--- src/rtl/sram_arbiter.sv ---
// sram_arbiter: round-robin arbiter that splits instruction/data accesses into 16-bit SRAM sub-transactions.
module sram_arbiter #(
  parameter int unsigned SETTLE = 4
) (
  input  logic        clk,
  input  logic        rstn,
  input  logic        i_valid,
  input  logic [31:0] i_addr,
  output logic        i_ready,
  output logic [31:0] i_rdata,
  output logic        i_err,
  input  logic        d_valid,
  input  logic        d_rw,
  input  logic [1:0]  d_size,
  input  logic [31:0] d_addr,
  input  logic [31:0] d_wdata,
  output logic        d_ready,
  output logic [31:0] d_rdata,
  output logic        d_err,
  output logic        mem_valid,
  output logic        mem_rw,
  output logic [31:0] mem_addr,
  output logic [15:0] mem_dtw,
  input  logic [15:0] mem_dtr,
  input  logic        mem_done,
  output logic        busy
);
  localparam logic [2:0] S_SETTLE = 3'd0, S_IDLE = 3'd1, S_CHECK = 3'd2,
                         S_ISSUE = 3'd3, S_WAIT = 3'd4, S_RESP = 3'd5;
  localparam int unsigned SW = SETTLE > 1 ? $clog2(SETTLE) : 1;
  logic [2:0] state;
  logic [SW-1:0] scnt;
  logic last_i, port_d, rw, err;
  logic [1:0] size, cnt, cnt_max;
  logic [31:0] addr, wdata, rd_val;
  logic [15:0] lo;
  logic [7:0] wbyte;
  logic pick_d, mis, settled, last_sub, act;
  always_comb begin
    pick_d = d_valid && (!i_valid || last_i);
    mis = size == 2'b11 || (size == 2'b10 && addr[1:0] != 2'b00) || (size == 2'b01 && addr[0]);
    cnt_max = rw ? (size == 2'b00 ? 2'd0 : size == 2'b01 ? 2'd1 : 2'd3)
                 : (size == 2'b10 ? 2'd1 : 2'd0);
    last_sub = cnt == cnt_max;
    settled = SETTLE < 2 || scnt == SW'(SETTLE - 1);
    wbyte = wdata[{cnt, 3'b000} +: 8];
    rd_val = size == 2'b00 ? {24'd0, addr[0] ? mem_dtr[15:8] : mem_dtr[7:0]}
           : size == 2'b01 ? {16'd0, mem_dtr} : {mem_dtr, lo};
    act = state == S_ISSUE || state == S_WAIT;
  end
  assign busy = state != S_IDLE;
  assign mem_valid = state == S_ISSUE;
  assign mem_rw = act && rw;
  // reads address the halfword holding the target; writes walk bytes upward
  assign mem_addr = !act ? 32'd0 : rw ? addr + {30'd0, cnt} : {addr[31:2], addr[1] | cnt[0], 1'b0};
  assign mem_dtw = act && rw ? {wbyte, wbyte} : 16'd0;
  assign i_ready = state == S_RESP && !port_d;
  assign d_ready = state == S_RESP && port_d;
  assign i_err = i_ready && err;
  assign d_err = d_ready && err;
  always_ff @(posedge clk) begin
    if (!rstn) begin
      state <= S_SETTLE;
      scnt <= '0;
      last_i <= 1'b1;
      port_d <= 1'b0;
      rw <= 1'b0;
      err <= 1'b0;
      size <= 2'b00;
      cnt <= 2'd0;
      addr <= 32'd0;
      wdata <= 32'd0;
      lo <= 16'd0;
      i_rdata <= 32'd0;
      d_rdata <= 32'd0;
    end else begin
      case (state)
        S_SETTLE: begin
          scnt <= scnt + 1'b1;
          if (settled) state <= S_IDLE;
        end
        S_IDLE: if (i_valid || d_valid) begin
          port_d <= pick_d;
          last_i <= !pick_d;
          rw <= pick_d && d_rw;
          size <= pick_d ? d_size : 2'b10;
          addr <= pick_d ? d_addr : i_addr;
          wdata <= d_wdata;
          err <= 1'b0;
          state <= S_CHECK;
        end
        S_CHECK: begin
          err <= mis;
          cnt <= 2'd0;
          state <= mis ? S_RESP : S_ISSUE;
        end
        S_ISSUE: state <= S_WAIT;
        S_WAIT: if (mem_done) begin
          cnt <= cnt + 1'b1;
          if (!rw && !last_sub) lo <= mem_dtr;
          if (!rw && last_sub && port_d) d_rdata <= rd_val;
          if (!rw && last_sub && !port_d) i_rdata <= rd_val;
          state <= last_sub ? S_RESP : S_ISSUE;
        end
        default: state <= S_IDLE;
      endcase
    end
  end
endmodule
--- config.mk ---
export PLATFORM = sky130hd
export DESIGN_NAME = sram_arbiter
export DESIGN_NICKNAME = d
export VERILOG_FILES = /design/src/rtl/sram_arbiter.sv
export SDC_FILE = /design/constraint.sdc
export NUM_CORES = 1
export LEC_CHECK = 0
export ABC_CLOCK_PERIOD_IN_PS = 2800
export CAP_MARGIN = 20
export CORE_MARGIN = 5
export CORE_UTILIZATION = 35
export CTS_BUF_LIST = sky130_fd_sc_hd__clkbuf_8
export DETAILED_ROUTE_END_ITERATION = 6
export PLACE_DENSITY_LB_ADDON = 0.15
export SYNTH_ARGS = -nofsm -noshare
export SYNTH_HDL_FRONTEND = slang
export SYNTH_SLANG_ARGS = --single-unit
--- constraint.sdc ---
create_clock -name clk -period 2.8 [get_ports clk]
set_input_delay 0.7 -clock clk [delete_from_list [all_inputs] [get_ports clk]]
set_output_delay 0.7 -clock clk [all_outputs]
set_load 0.02 [all_outputs]
==> metrics.cfg <==
[min_path]
min_from = lo[7]
hold_depth = 2
worstHoldEndpoint = lo[7]
worstHoldPathType = reg -> reg

[power]
p_leak_nw = 4.39
p_per_area_nw_per_um2 = 400
ir_drop_v = 0.000250

[outcome]
violations = negative setup slack
status = finished, violations left

[sta]
clock.fmax_ghz = 0.328
finalCritPeriodShare_pct = 109
worst_slack_ns = -0.249
fin_hold_ws_ns = 0.454
setup_viol = 18
hold_violations = 0
worst_slew_pin_slew_ns = 0.549
max_slew_margin_pct = 63.3
fin_crit_ns = 3.05
fin_skew_ns = 0.0151
rsz0062_at_grt = true
maxSlewViolCount = 0

[critical_path]
crit_arrival_ns = 2.35
reg2reg_slack_ns = 0.56
cp_slowest_stage_delay_ns = 0.49
cp_cell_sequence = ha_4, a21oi_2, nand4b_1, buf_6, or4_4, a21oi_4, buf_6
cp.required_ns = 2.10
rr_worst_depth = 6
critPathMaxFanout = 6
cp-start-kind = register
path_class = reg -> out
critical_path.most_common_cell = buf_6
crit_path_end_kind = output pin
cpMaxStageDelayCell = or4_4
rr_startpoint = state[2]
rr_endpoint = i_rdata[18]

[die]
die_area_um2 = 24700
die-height_um = 157
pin_count = 239
initial_utilization_pct = 35.8
core_area_um2 = 21200
num_rows = 53
die_x_um = 157

[cts]
path_clk_slew_ns = 0.09
cts_root_buf = clkbuf_8
cts_max_level = 4
clk-insertion-delay-late_ns = 0.45
cts.sinks = 157
cts_buffer_depth = 2
tritoncts = built
cts_hold_buf = 0
cts_buffers = 17

[synth]
ys_async_sr_fraction_pct = 0
syn-instance-count = 881
syn_area_um2 = 7560
yosysTopAreaCellShare_pct = 41.5
synth_compound_area_share_pct = 14.4
yosys.area_share.simple_pct = 22.1
yosysTopAreaCell = dfxtp_1
synth_common_cells = nand2_1 (192), dfxtp_1 (157), mux2i_1 (81)
synth_edf_count = 0
avgSynthCellArea_um2 = 8.59
syn-num-nets = 1005
ys_seq_elements = 157
synth-xor-area-share_pct = 1.27
ys_seq_area_share_pct = 41.5
synthAdderAreaFrac_pct = 0.761
synth_mux_area_share_pct = 14.3
synth_area_leaders = dfxtp_1 (42%), mux2i_1 (11%), nand2_1 (9.5%), a222oi_1 (4.2%), a21oi_1 (4.1%)
ys.flop_type = dfxtp_1
yosysMostFrequentCell = nand2_1
synth_top_family_by_area = simple AND/OR/NAND/NOR gates
yosysWarnings = 0
yosys.cell_types.count = 56

[global_routing]
grt_max_degree = 47
antenna_found_initial = 3
track_usage_pct = 19.9
grt_pass1_wl_um = 39400
first_global_vias = 7322
grt_overflow = 0

[drt]
num_vias = 7452
drt-total-wl_um = 24700
viasPerCell = 5.22
dr.pass1.iters = 6
drc = 0
ant_nets = 0
dr.first_iter.drc_count = 447
wl_per_cell_um = 17.3

[final_layout]
final_util_pct = 52.5
multi_input_area_um2 = 4240
fillers = 2070
final_layout_size_suffix_gt1_share_pct = 20.4
ff_latch_area_um2 = 3150
final_nets = 1265
diodes = 0
syn_to_final_growth_pct = 46.9

[placement]
numPortBuffers = 238
place_hpwl_um = 17800
gp_congestion = 0.840

[flow_run]
drv_cap = 0

==> repair_timing <==
| action | CTS | global route |
|---|---|---|
| gates resized for setup | 185 | 88 |
| setup endpoints to repair | 53 | 49 |
| buffers inserted | 4 | 3 |
| pin swaps | 17 | 10 |
| gates cloned | 2 | 0 |
==> flip-flops by register name, indices dropped and copies added (netlist names) <==
register,count
err,1
lo,16
scnt,2
last_i,1
cnt,2
port_d,1
rw,1
size,2
state,3
wdata,32
d_rdata,32
i_rdata,32
addr,32
==> placed cells by master (no fill, tap or decap), drive strengths merged, types with 7 or more instances in the layout <==
cell,synthesis,routed
a21oi,62,62
a222oi,32,32
a22o,7,7
and3,13,13
and4,7,7
buf,19,114
clkbuf,64,38
clkdlybuf4s50,0,184
dfxtp,157,157
inv,10,17
mux2,8,8
mux2i,81,81
mux4,8,8
nand2,192,192
nand2b,13,13
nand3,23,23
nand4,13,13
nor2,57,57
o211ai,9,9
o21ai,16,16
o31ai,10,10
or3,7,7
or4,12,12
xor2,7,7
==> metal layers <==
| layer | part of all wire, % | global-route usage (%) | vias to the layer above |
|---|---|---|---|
| met1 | 43 | 26.3 | 3517 |
| met3 | 7.8 | 5.20 | 25 |
| met4 | 1.2 | 5.53 | 6 |
| met5 | 0.16 | 0 | - |
| met2 | 48 | 32.4 | 254 |
| li1 | - | - | 3650 |
==> layout make-up <==
| cell class | instances | share of cell area (%) |
|---|---|---|
| Clock buffer | 17 | 2.11 |
| Timing Repair Buffer | 324 | 26.8 |
| Tap cell | 275 | 3.10 |
| Inverter | 10 | 0.338 |
| Multi-Input combinational cell | 631 | 38.1 |
| Clock inverter | 14 | 1.23 |
| Sequential cell | 157 | 28.4 |
==> power by group <==
group          leakage [nW]  switching (mW)  internal (mW)
Clock                 0.174           0.940          0.718
Sequential             1.27          0.0240           2.27
Combinational          2.95           0.229          0.261
Total                  4.39            1.19           3.25
==> how the worst max path moves through the flow <==
stage / start / to / slack [ns] / depth (start not counted)
after global placement: cnt[1] / mem_addr[25] / -0.24 / 7
after CTS: addr[1] / mem_addr[25] / -0.31 / 7
final: addr[1] / mem_addr[25] / -0.25 / 7
after global routing: addr[1] / mem_addr[25] / -0.34 / 7
after floorplan: cnt[1] / mem_addr[31] / -0.01 / 7
after detailed placement: cnt[1] / mem_addr[25] / -0.28 / 7
==> through the flow <==
| step | cell area, µm² | total power [mW] | std cells | worst slack [ns] | setup TNS, ns |
|---|---|---|---|---|---|
| floorplan | 7580 | 2.55 | 881 | -0.0133 | -0.0241 |
| global placement | 10600 | 2.83 | 1389 | -0.237 | -6.22 |
| detailed placement | 10600 | 2.83 | 1389 | -0.282 | -7.28 |
| CTS | 11100 | 4.49 | 1426 | -0.309 | -3.65 |
| global route | 11100 | 4.64 | 1428 | -0.337 | -4.27 |
| finish | 11100 | 4.44 | 1428 | -0.249 | -2.49 |
==> critical path: cells and delay by family (launching register included) <==
kind / cells / cell delay, ns
buf+inv: 2 / 0.34
flops: 1 / 0.35
compound gates: 2 / 0.19
simple gates: 2 / 0.77
fa+ha+maj: 1 / 0.26
==> cells by family after synthesis <==
logic type,Yosys count
simple gates,363
fa+ha+maj,4
flops,157
mux,97
buf+inv,93
compound gates,156
xor+xnor,11
Power figures use the tool's default switching activity.
